### src/rtl/serial_16b_pkg.sv
// Shared definitions for the 16-bit DAC serial link.
// The transmitter and the receiver both import this package.
package serial_16b_pkg;

  localparam int WORD_W = 16;
  localparam int CNT_W  = 5;

  // Bit-counter landmarks: a good frame holds exactly 16 bits.
  // Any longer frame parks the counter at 17.
  localparam logic [CNT_W-1:0] CNT_FULL = 5'd16;
  localparam logic [CNT_W-1:0] CNT_SAT  = 5'd17;

  typedef enum logic [1:0] {
    RESYNC = 2'd0,
    IDLE   = 2'd1,
    SHIFT  = 2'd2
  } rx_state_e;

  // Transmitter side of the link: 8 clk SCLK high, 8 clk SCLK low per bit.
  localparam int TX_HALF_PERIOD = 8;

  typedef enum logic [1:0] {
    TX_IDLE   = 2'd0,
    TX_SCLK_H = 2'd1,
    TX_SCLK_L = 2'd2,
    TX_DONE   = 2'd3
  } tx_state_e;

  function automatic logic [CNT_W-1:0] cnt_inc_sat(input logic [CNT_W-1:0] cnt);
    return (cnt >= CNT_SAT) ? CNT_SAT : cnt + 1'b1;
  endfunction

endpackage

### src/rtl/serial_16b_rx_pin_sync.sv
// Pin synchronizer: STAGES flops, then a delay flop for edge detection.
// The level and the registered edge strobes are mutually time-aligned.
module pin_sync #(
  parameter int   STAGES  = 2,    // legal range 2..4
  parameter logic RST_VAL = 1'b0
) (
  input  logic clk,
  input  logic rst_n,
  input  logic pin_i,
  output logic level_o,
  output logic rise_o,
  output logic fall_o
);

  logic [STAGES-1:0] chain_q;
  logic              dly_q;
  logic              rise_q;
  logic              fall_q;
  logic              sync_s;

  assign sync_s = chain_q[STAGES-1];

  // NOTE: every flop here is written with <= so all stages advance on the
  // same edge; a blocking assignment would collapse the chain into one flop.
  always_ff @(posedge clk) begin
    if (!rst_n) begin
      chain_q <= {STAGES{RST_VAL}};
      dly_q   <= RST_VAL;
      rise_q  <= 1'b0;
      fall_q  <= 1'b0;
    end else begin
      chain_q <= {chain_q[STAGES-2:0], pin_i};
      dly_q   <= sync_s;
      rise_q  <= sync_s & ~dly_q;
      fall_q  <= ~sync_s & dly_q;
    end
  end

  assign level_o = dly_q;
  assign rise_o  = rise_q;
  assign fall_o  = fall_q;

endmodule

### src/rtl/serial_16b_rx.sv
// Receiver for the three-wire SYNC/SCLK/DIN link: oversamples the pins,
// shifts 16 bits MSB first and strobes valid or frame_err at frame end.
module serial_16b_rx
  import serial_16b_pkg::*;
#(
  parameter int SYNC_STAGES    = 2,
  parameter bit SAMPLE_ON_FALL = 1'b1
) (
  input  logic              clk,
  input  logic              rst_n,
  input  logic              SYNC,
  input  logic              SCLK,
  input  logic              DIN,
  output logic [WORD_W-1:0] data,
  output logic              valid,
  output logic              frame_err,
  output logic              busy
);

  // Synchronizer contents at reset are stale; RESYNC ignores the SYNC level
  // until the whole chain has been refilled from the pin.
  localparam logic [2:0] FLUSH_CYC = 3'(SYNC_STAGES + 1);

  logic sync_lvl, sync_rise, sync_fall;
  logic sclk_lvl, sclk_rise, sclk_fall;
  logic din_lvl, din_rise, din_fall;
  logic sclk_edge;
  logic unused_pins;

  pin_sync #(.STAGES(SYNC_STAGES), .RST_VAL(1'b1)) u_sync_pin (
    .clk     (clk),
    .rst_n   (rst_n),
    .pin_i   (SYNC),
    .level_o (sync_lvl),
    .rise_o  (sync_rise),
    .fall_o  (sync_fall)
  );

  pin_sync #(.STAGES(SYNC_STAGES), .RST_VAL(1'b0)) u_sclk_pin (
    .clk     (clk),
    .rst_n   (rst_n),
    .pin_i   (SCLK),
    .level_o (sclk_lvl),
    .rise_o  (sclk_rise),
    .fall_o  (sclk_fall)
  );

  pin_sync #(.STAGES(SYNC_STAGES), .RST_VAL(1'b0)) u_din_pin (
    .clk     (clk),
    .rst_n   (rst_n),
    .pin_i   (DIN),
    .level_o (din_lvl),
    .rise_o  (din_rise),
    .fall_o  (din_fall)
  );

  assign sclk_edge   = SAMPLE_ON_FALL ? sclk_fall : sclk_rise;
  assign unused_pins = ^{sclk_lvl, din_rise, din_fall};

  rx_state_e         state_q, state_d;
  logic [CNT_W-1:0]  cnt_q, cnt_d;
  logic [WORD_W-1:0] shift_q, shift_d;
  logic [WORD_W-1:0] data_q, data_d;
  logic [2:0]        flush_q, flush_d;
  logic              busy_q, busy_d;
  logic              end_ok_q, end_ok_d;
  logic              end_err_q, end_err_d;
  logic              valid_q, valid_d;
  logic              err_q, err_d;

  // NOTE: every signal gets its default before the case, so no path through
  // this block can leave one unassigned and infer a latch.
  always_comb begin
    state_d   = state_q;
    cnt_d     = cnt_q;
    shift_d   = shift_q;
    busy_d    = busy_q;
    end_ok_d  = 1'b0;
    end_err_d = 1'b0;
    flush_d   = (flush_q < FLUSH_CYC) ? flush_q + 3'd1 : flush_q;
    // Frame verdict is taken one cycle after SYNC rises, then published.
    valid_d   = end_ok_q;
    err_d     = end_err_q;
    data_d    = end_ok_q ? shift_q : data_q;

    unique case (state_q)
      RESYNC: begin
        busy_d = 1'b0;
        if (flush_q == FLUSH_CYC && sync_lvl) state_d = IDLE;
      end
      IDLE: begin
        if (sync_fall) begin
          cnt_d   = '0;
          busy_d  = 1'b1;
          state_d = SHIFT;
        end
      end
      SHIFT: begin
        // SYNC deassertion wins over a coincident SCLK edge.
        if (sync_rise) begin
          busy_d  = 1'b0;
          state_d = IDLE;
          if (cnt_q == CNT_FULL) end_ok_d  = 1'b1;
          else                   end_err_d = 1'b1;
        end else if (sclk_edge && !sync_lvl) begin
          shift_d = {shift_q[WORD_W-2:0], din_lvl};
          cnt_d   = cnt_inc_sat(cnt_q);
        end
      end
      default: begin
        state_d = RESYNC;
        busy_d  = 1'b0;
      end
    endcase
  end

  always_ff @(posedge clk) begin
    if (!rst_n) begin
      state_q   <= RESYNC;
      cnt_q     <= '0;
      shift_q   <= '0;
      data_q    <= '0;
      flush_q   <= '0;
      busy_q    <= 1'b0;
      end_ok_q  <= 1'b0;
      end_err_q <= 1'b0;
      valid_q   <= 1'b0;
      err_q     <= 1'b0;
    end else begin
      state_q   <= state_d;
      cnt_q     <= cnt_d;
      shift_q   <= shift_d;
      data_q    <= data_d;
      flush_q   <= flush_d;
      busy_q    <= busy_d;
      end_ok_q  <= end_ok_d;
      end_err_q <= end_err_d;
      valid_q   <= valid_d;
      err_q     <= err_d;
    end
  end

  assign data      = data_q;
  assign valid     = valid_q;
  assign frame_err = err_q;
  assign busy      = busy_q;

endmodule

### config.mk
export PLATFORM = sky130hd
export DESIGN_NAME = serial_16b_rx
export DESIGN_NICKNAME = d
export VERILOG_FILES = /design/src/rtl/serial_16b_pkg.sv /design/src/rtl/serial_16b_rx_pin_sync.sv /design/src/rtl/serial_16b_rx.sv
export SDC_FILE = /design/constraint.sdc
export NUM_CORES = 1
export LEC_CHECK = 0
export CAP_MARGIN = 10
export CORE_MARGIN = 4
export CORE_UTILIZATION = 55
export CTS_CLUSTER_SIZE = 16
export DETAILED_ROUTE_END_ITERATION = 10
export DONT_BUFFER_PORTS = 1
export PLACE_DENSITY = 0.8
export SYNTH_ARGS = -nofsm -noshare
export SYNTH_HDL_FRONTEND = slang
export SYNTH_SLANG_ARGS = --single-unit
### constraint.sdc
create_clock -name clk -period 2 [get_ports clk]
set_clock_uncertainty 0.2 [all_clocks]
set_input_delay 0.5 -clock clk [delete_from_list [all_inputs] [get_ports clk]]
set_output_delay 0.5 -clock clk [all_outputs]
set_load 0.01 [all_outputs]
==> results.yml <==
outcome:
  status: "completed"
global_route:
  use_met1_pct: 19.04
  grt_max_degree: 59
  grt_pass1_vias: 1390
  overflow: 0
  grtUsageMet3_pct: 7.618
  antenna_found_initial: 0
  grt_first_pass_wirelength_um: 6285
  busiest_layer: "met2"
  met2_usage_pct: 23.47
  grt_use_total_pct: 15.92
logic_synthesis:
  synth_area_leaders: "dfxtp_1, mux2i_1, a21boi_1"
  synth_top_family_by_area: "simple AND/OR/NAND/NOR gates"
  synth-edff-count: 0
  synth_area_mm2: 0.002251
  yosysMostFrequentCell: "dfxtp_1"
  synth-compound-area-share_pct: 11.56
  syn_nets: 237
  yosysWarnings: 0
  ys_seq_elements: 59
  synth_ff_type: "dfxtp_1"
  synthDistinctLibCells: 35
  synth_top_area_share_pct: 52.47
  syn_inst: 227
  yosysSeqAreaShare_pct: 52.47
  yosys.area.top_type: "dfxtp_1"
  synth-xor-area-share_pct: 0
  synthAdderAreaFrac_pct: 2.779
  avgSynthCellArea_um2: 9.916
  muxShareOfSynthArea_pct: 7.115
  yosys.area_share.simple_pct: 22.57
  async_reset_ff_share_pct: 0
  synth_commonest_cells: "dfxtp_1, nand2_1, a21boi_1"
clock_network:
  clk_pin_slew_ns: 0.06
  htreeDepth: 3
  cts.path.max_buffers: 2
  postCtsSetupBuffers: 0
  hold_buffers: 0
  cts_resized: 0
  cts_buffers: 9
  clkLatencyLatePin_ns: 0.33
  clock-sinks: 59
  cts_tree: "done"
  cts-root-buf: "clkbuf_8"
drt:
  drt_wl_total_um: 3555
  num_vias: 1448
  dr.pass1.iters: 4
  first_iter_violations: 68
  final_antenna_net_count: 0
  route.detailed.drc: 0
  avgViaCountPerCell: 5.099
  wl_per_cell_um: 12.52
pwr:
  peakVddDrop_mv: 0.6446
  p_leak_nw: 0.8836
  p_per_area_mw_per_mm2: 943.7
  power_mw: 2.352
die:
  start_util_pct: 59.26
  core_mm2: 0.003799
  die_h_um: 71.98
  die_w_um: 71.98
  io_pins: 24
  rows: 22
  die-area_mm2: 0.005180
cells_and_area:
  multi_input_area_um2: 991.0
  regArea_mm2: 0.001181
  fin_area_mm2: 0.002492
  fin_util_pct: 65.61
  drive_gt1_share_pct: 10.17
  fin_nets: 241
  antenna_cells: 0
  n_fill_cell: 321
  area_delta_synth_final_pct: 10.73
placed_design:
  io_buffers: 0
  place_area_mm2: 0.002301
  place.gp.congestion: 0.7880
  hpwl_um: 2321
worst_setup_path:
  critPathCaptureType: "flip-flop"
  worst-path-max-fanout: 4
  cp.arrival_ns: 1.83
  required_ns: 2.08
  startpoint_type: "flip-flop"
  path_class: "reg2reg"
timing:
  worstMarginPinSlew_ns: 0.3422
  rsz0062_at_grt: "no"
  max_clock_freq_mhz: 571.0
  hold_viol: 0
  period_minus_slack_ns: 1.751
  slew_violations: 0
  maxSlewHeadroom_pct: 77.19
  final.setup.tns_ns: 0
  period_share_pct: 87.57
  setup_violations: 0
job:
  max-cap-violations: 0
worst_hold_path:
  hold_path_class: "in2reg"
-- sequential cells by signal, indices dropped and copies added, names as in the netlist, 2 cells and up --
name / count
cnt_q: 5
data: 16
flush_q: 3
shift_q: 16
state_q: 2
u_din_pin.chain_q: 2
u_sclk_pin.chain_q: 2
u_sync_pin.chain_q: 2
-- placed cells by master (no fill, tap or decap), types with 2 or more instances in the layout --
cell	instances
a21oi_1	4
and2_1	8
nand2_1	38
nand3_1	6
a21boi_1	21
buf_4	4
nor2_1	6
mux2i_1	16
nor2b_1	18
inv_1	5
a21boi_0	2
clkbuf_8	13
and3_1	3
nand2b_1	3
o21ai_0	4
clkbuf_1	2
dfxtp_1	59
a211o_1	2
ha_1	5
-- worst max-delay path: stages (launching register included) --
cell and delay (ns):
dfxtp_1 0.37, inv_1 0.11, ha_1 0.20, nor4_2 0.20, a41oi_2 0.23, nor4b_2 0.28
a211o_1 0.12
-- where the power goes --
group	leakage, nW	switching, mW	total [mW]	internal, mW
combinational	0.306	0.0468	0.104	0.0576
sequential	0.478	0.0335	1.25	1.21
clock	0.0997	0.416	1.00	0.584
total	0.884	0.496	2.35	1.86
-- metal layers --
metal  routed length (µm)  vias to the layer above
met5                    0                        -
met4                   57                        0
met3                  171                        6
met2                 1584                       24
met1                 1741                      650
li1                     -                      768
-- final cells by class --
cell class,instances,share of cell area [%]
clock buffers,15,7.480
clock inverters,1,0.2008
inverters,5,0.7530
multi-input cells,151,39.76
flip-flops and latches,59,47.39
well taps,48,2.410
repair buffers,5,2.008
-- cell families (layout without fill, tap and decap cells) --
logic type      Yosys count  count (layout)
mux                      16              16
flops                    59              59
simple gates             94              94
buf+inv                  17              26
fa+ha+maj                 5               5
compound gates           36              36
-- final timing paths --
| kind | start | endpoint | slack, ns | depth (start not counted) |
|---|---|---|---|---|
| min reg2reg | u_sclk_pin.chain_q[1]$_SDFF_PN0_ | u_sclk_pin.fall_o$_SDFF_PN0_ | 0.21 | 1 |
| max | cnt_q[1]$_SDFFE_PN0P_ | cnt_q[2]$_SDFFE_PN0P_ | 0.25 | 6 |
| max reg2reg | cnt_q[1]$_SDFFE_PN0P_ | cnt_q[2]$_SDFFE_PN0P_ | 0.25 | 6 |
| min | rst_n | u_sync_pin.chain_q[1]$_SDFF_PN1_ | 0.06 | 1 |
-- through the flow --
| step | worst slack [ns] | hold slack, ns | std cells |
|---|---|---|---|
| 3_5_place_dp | 0.2521 | 0.2016 | 268 |
| 6_report | 0.2486 | 0.05767 | 284 |
| 2_1_floorplan | 0.3877 | 0.1827 | 227 |
| 3_3_place_gp | 0.3150 | 0.1986 | 268 |
| 5_1_grt | 0.1065 | 0.02799 | 284 |
| 4_1_cts | 0.2387 | 0.03133 | 284 |
No activity file was read; power rests on OpenSTA's default activity.
